===== src/rtl/lfsr_seq_ctrl.sv =====
// lfsr_seq_ctrl
// Command-driven controller that owns a 5-bit feedback shift register made of
// a 4-bit shift word x and a feedback bit f. One step performs
//   x <= {f, x[3:1]};  f <= x[3] ^ x[0];
// Commands (LOAD / RUN / PERIOD) arrive over a valid/ready handshake, and each
// command produces exactly one result over a second valid/ready handshake.
//
// Ports
//   clock        system clock, all state updates on posedge
//   reset        synchronous, active-high
//   cmd_valid    command present
//   cmd_ready    controller can accept a command (IDLE only)
//   cmd_op       00 LOAD, 01 RUN, 10 PERIOD, 11 reserved
//   cmd_seed     LOAD value {f, x[3:0]}
//   cmd_count    RUN step count
//   abort        terminate an active RUN or PERIOD
//   res_valid    result available (DONE)
//   res_ready    consumer takes result
//   res_count    steps performed, or measured period
//   res_flags    {err, lockup, aborted}
//   x, f         current register contents
//   busy         high in RUN or MEAS
module lfsr_seq_ctrl #(
  parameter logic       F0    = 1'b1,
  parameter logic [3:0] X0    = 4'h0,
  parameter int         CNT_W = 8
) (
  input  logic             clock,
  input  logic             reset,
  input  logic             cmd_valid,
  output logic             cmd_ready,
  input  logic [1:0]       cmd_op,
  input  logic [4:0]       cmd_seed,
  input  logic [CNT_W-1:0] cmd_count,
  input  logic             abort,
  output logic             res_valid,
  input  logic             res_ready,
  output logic [CNT_W-1:0] res_count,
  output logic [2:0]       res_flags,
  output logic [3:0]       x,
  output logic             f,
  output logic             busy
);

  typedef enum logic [1:0] {
    IDLE = 2'd0,
    RUN  = 2'd1,
    MEAS = 2'd2,
    DONE = 2'd3
  } state_t;

  localparam logic [1:0] OP_LOAD   = 2'b00;
  localparam logic [1:0] OP_RUN    = 2'b01;
  localparam logic [1:0] OP_PERIOD = 2'b10;

  state_t           state, state_n;
  logic [3:0]       x_n;
  logic             f_n;
  logic [CNT_W-1:0] cnt, cnt_n;
  logic [CNT_W-1:0] target, target_n;
  logic [4:0]       start, start_n;
  logic [CNT_W-1:0] rcount_n;
  logic [2:0]       rflags_n;

  // Next register contents as {f, x} after one step.
  logic [4:0]       stepped;
  logic [CNT_W-1:0] cnt_inc;

  assign stepped = {x[3] ^ x[0], f, x[3:1]};
  assign cnt_inc = cnt + CNT_W'(1);

  assign cmd_ready = (state == IDLE);
  assign res_valid = (state == DONE);
  assign busy      = (state == RUN) || (state == MEAS);

  // State and datapath registers; reset wins over every other input and
  // drops any pending result.
  always_ff @(posedge clock) begin
    if (reset) begin
      state     <= IDLE;
      x         <= X0;
      f         <= F0;
      cnt       <= '0;
      target    <= '0;
      start     <= '0;
      res_count <= '0;
      res_flags <= '0;
    end else begin
      state     <= state_n;
      x         <= x_n;
      f         <= f_n;
      cnt       <= cnt_n;
      target    <= target_n;
      start     <= start_n;
      res_count <= rcount_n;
      res_flags <= rflags_n;
    end
  end

  // Next-state and datapath decisions. Everything holds by default, so the
  // register only moves on an explicit step or LOAD.
  always_comb begin
    state_n  = state;
    x_n      = x;
    f_n      = f;
    cnt_n    = cnt;
    target_n = target;
    start_n  = start;
    rcount_n = res_count;
    rflags_n = res_flags;

    case (state)
      IDLE: begin
        if (cmd_valid) begin
          case (cmd_op)
            OP_LOAD: begin
              {f_n, x_n} = cmd_seed;
              rcount_n   = '0;
              rflags_n   = 3'b000;
              state_n    = DONE;
            end
            OP_RUN: begin
              cnt_n    = '0;
              rflags_n = 3'b000;
              if (cmd_count == '0) begin
                rcount_n = '0;
                state_n  = DONE;
              end else begin
                target_n = cmd_count;
                state_n  = RUN;
              end
            end
            OP_PERIOD: begin
              start_n  = {f, x};
              cnt_n    = '0;
              rflags_n = 3'b000;
              state_n  = MEAS;
            end
            default: begin
              rcount_n = '0;
              rflags_n = 3'b100;
              state_n  = DONE;
            end
          endcase
        end
      end

      RUN: begin
        // Abort suppresses the step that would otherwise happen on this edge.
        if (abort) begin
          rcount_n = cnt;
          rflags_n = 3'b001;
          state_n  = DONE;
        end else begin
          {f_n, x_n} = stepped;
          cnt_n      = cnt_inc;
          if (cnt_inc == target) begin
            rcount_n = cnt_inc;
            state_n  = DONE;
          end
        end
      end

      MEAS: begin
        if (abort) begin
          rcount_n = cnt;
          rflags_n = 3'b001;
          state_n  = DONE;
        end else begin
          {f_n, x_n} = stepped;
          cnt_n      = cnt_inc;
          // The all-zero state steps to itself, so it matches after one step
          // and is reported as a lockup.
          if (stepped == start) begin
            rcount_n = cnt_inc;
            rflags_n = {1'b0, (start == 5'b00000), 1'b0};
            state_n  = DONE;
          end else if (cnt_inc == '1) begin
            rcount_n = '1;
            rflags_n = 3'b100;
            state_n  = DONE;
          end
        end
      end

      DONE: begin
        if (res_ready) begin
          state_n = IDLE;
        end
      end

      default: begin
        state_n = IDLE;
      end
    endcase
  end

endmodule


===== config.mk =====
export PLATFORM = sky130hd
export DESIGN_NAME = lfsr_seq_ctrl
export DESIGN_NICKNAME = d
export VERILOG_FILES = /design/src/rtl/lfsr_seq_ctrl.sv
export SDC_FILE = /design/constraint.sdc
export NUM_CORES = 1
export LEC_CHECK = 0
export ABC_AREA = 0
export BUFFER_PORTS_ARGS = -buffer_cell sky130_fd_sc_hd__buf_4
export CAP_MARGIN = 20
export CORE_AREA = 10 10 79 81
export CTS_CLUSTER_SIZE = 30
export DETAILED_ROUTE_END_ITERATION = 10
export DIE_AREA = 0 0 89 91
export PLACE_DENSITY_LB_ADDON = 0.25
export SKIP_LAST_GASP = 1
export SLEW_MARGIN = 40
export SYNTH_ARGS = -nofsm -noshare
export SYNTH_HDL_FRONTEND = slang
export SYNTH_SLANG_ARGS = --single-unit

===== constraint.sdc =====
create_clock -name clock -period 2.9 [get_ports clock]
set_input_delay 0.145 -clock clock [delete_from_list [all_inputs] [get_ports clock]]
set_output_delay 0.145 -clock clock [all_outputs]
set_load 0.01 [all_outputs]

==> flow_metrics.tcl <==
set metrics [dict create \
    status "completed" \
    clk_pin_slew_ns 0.09 \
    async_flop_share 0 \
    synth_compound_area_frac 0.175 \
    whs_ns 0.0903 \
    placed_area_um2 2870 \
    dr.pass1.iters 4 \
    cts_buffers 5 \
    finalHoldViolations 0 \
    period_needed_ns 2.64 \
    cts_buffer_depth 2 \
    cts_root_buffer "clkbuf_8" \
    yosysMostFrequentCell "dfxtp_1" \
    ys.warnings.count 0 \
    synth_xor_area_frac 0.0761 \
    start_util 0.543 \
    ctsHoldBuffers 0 \
    whs_path_depth 3 \
    ys_seq_area_frac 0.308 \
    synth_edf_count 0 \
    critPathSlowestCell "a211oi_4" \
    drtIter0Drc 205 \
    synth-simple-area-share 0.226 \
    antenna_cells 0 \
    yosys.area_share.adder 0.0593 \
    max_cap_violations 0 \
    worst_pin_slew_ns 0.818 \
    postCtsSetupBuffers 0 \
    rsz0062_at_grt "no" \
    p_total_w 0.00212 \
    cts.sinks 39 \
    syn_area_per_cell_um2 8.30 \
    post_drt_wl_per_cell_um 16.5 \
    gp_congestion 0.948 \
    num_rows 25 \
    antenna_found_initial 0 \
    synth_top_family_by_area "simple AND/OR/NAND/NOR gates" \
    synth_top_area_share 0.308 \
    syn_to_final_growth_pct 17.8 \
    fp.coreArea_um2 4660 \
    grt_max_degree 43 \
    drt-total-wl_um 6550 \
    ys_types 48 \
    placed_cells 388 \
    drive_gt1_frac 0.184 \
    critical_path_required_ns 3.14 \
    postCtsResizedCells 0 \
    drv_slew 0 \
    fmax_ghz 0.379 \
    setup_viol 0 \
    synth.largest_area_cell "dfxtp_1" \
    die_y_um 91 \
    io_buffers 38 \
    synth_flop_cell "dfxtp_1" \
    cpPeakStageDelay_ns 0.58 \
    slew_headroom 0.452 \
    cp.arrival_ns 2.87 \
    ys_top_cells_by_count "dfxtp_1, nor2_1, mux2i_1" \
    synth_cells 305 \
    crit_path_end_kind "flop" \
    synthesis.nets 337 \
    grt_usage 0.166 \
    h-tree-depth 2 \
    drc 0 \
    worstSetupStartpointType "flop" \
    clock_skew_ns 0.0125 \
    critPathKind "flop to flop" \
    ys_seq_elements 39 \
    dieWidth_um 89 \
    clk_latency_ns 0.30 \
    num_vias 2318 \
    path_cells "inv_1 -> ha_1 -> xnor2_1 -> a2111oi_4 -> o211ai_2 -> a211oi_4 -> mux2i_1" \
    grt_overflow 0 \
    hold_path_class "input port to flop" \
    dieArea_um2 8100 \
    p_leak_nw 1.20 \
    final_area_um2 2980 \
    path_max_fanout 10 \
    cts_tree "yes" \
    grt_pass1_wl_um 10900 \
    ant_nets 0 \
    dp_hpwl_um 4770 \
    fin_crit_sh 0.909 \
    nNetsFinal 373 \
    first_global_vias 2226 \
    viasPerCell 5.85 \
    synth_area_leaders "dfxtp_1, mux2i_1, ha_1" \
    p_per_area_nw_per_um2 710 \
    pin_count 39 \
    syn-cell-area_um2 2530 \
    worstRegToRegCells 7 \
    muxShareOfSynthArea 0.107 \
    fin_cells 396 \
    tns_ns 0 \
    peakVddDrop_uv 506 \
]
==> cells by family after synthesis <==
family / count (synthesis)
XOR/XNOR: 22
AND/OR/NAND/NOR: 110
flip-flops: 39
adder cells (fa/ha/maj): 12
buffers and inverters: 28
AO/OA/AOI/OAI: 67
multiplexers: 27
==> critical path, delay by kind of cell, from the launching register on <==
kind / cells / cell delay (ns)
mux: 1 / 0.25
compound gates: 3 / 1.11
xor+xnor: 1 / 0.17
fa+ha+maj: 1 / 0.36
flops: 1 / 0.53
buf+inv: 1 / 0.15
==> power breakdown <==
part           internal (W)  switching, W  total [W]
Sequential         0.000601     0.0000879   0.000688
Combinational      0.000416      0.000544   0.000960
Clock              0.000256      0.000214   0.000470
==> sequential cells by signal, indices dropped and copies added (netlist names) <==
| name | count |
|---|---|
| res_flags | 3 |
| start | 5 |
| state | 2 |
| res_count | 8 |
| f | 1 |
| target | 8 |
| x | 4 |
| cnt | 8 |
==> stage by stage <==
step	setup slack (ns)	util
floorplan	0.586	-
global placement	0.401	0.616
global route	0.0715	0.640
detailed placement	0.218	0.616
finish	0.264	0.640
CTS	0.185	0.640
==> cell usage in the layout (no fill, tap or decap), drive strengths merged, types with 2 or more instances in the layout <==
cell    count
a211oi      7
a21oi      21
a31oi       4
and2        4
buf        47
clkbuf      5
clkinv      2
dfxtp      39
ha         12
inv        10
mux2i      27
nand2      15
nand2b     16
nand3       9
nand3b      3
nand4       4
nor2       36
nor2b       5
nor3        6
o211ai      3
o21ai      19
o22ai       2
o32ai       2
or3         5
or4         4
xnor2      15
xor2        7
==> metal layers <==
layer  wire, um  part of all wire  vias up  track usage
met2       3110              0.47       62        0.259
met1       2980              0.45     1090        0.218
met3        304             0.046       16       0.0366
li1           -                 -     1150            -
met4        155             0.024        0       0.0597
met5          0                 0        -            0
==> final timing paths <==
kind | startpoint | to | slack, ns
worst max-delay path | cnt[0] | res_count[1] | 0.26
worst min-delay path | cmd_count[3] | target[3] | 0.09
worst max register to register | cnt[0] | res_count[1] | 0.26
worst min register to register | res_count[6] | res_count[6] | 0.48
==> layout make-up <==
class | instances | area (um^2)
clock buffers | 5 | 68.8
clock inverters | 3 | 43.8
fillers | 405 | 1680
inverters | 10 | 37.5
multi-input cells | 238 | 1630
flip-flops and latches | 39 | 781
well taps | 54 | 67.6
repair buffers | 47 | 353
(Power assumes the default switching activity.)
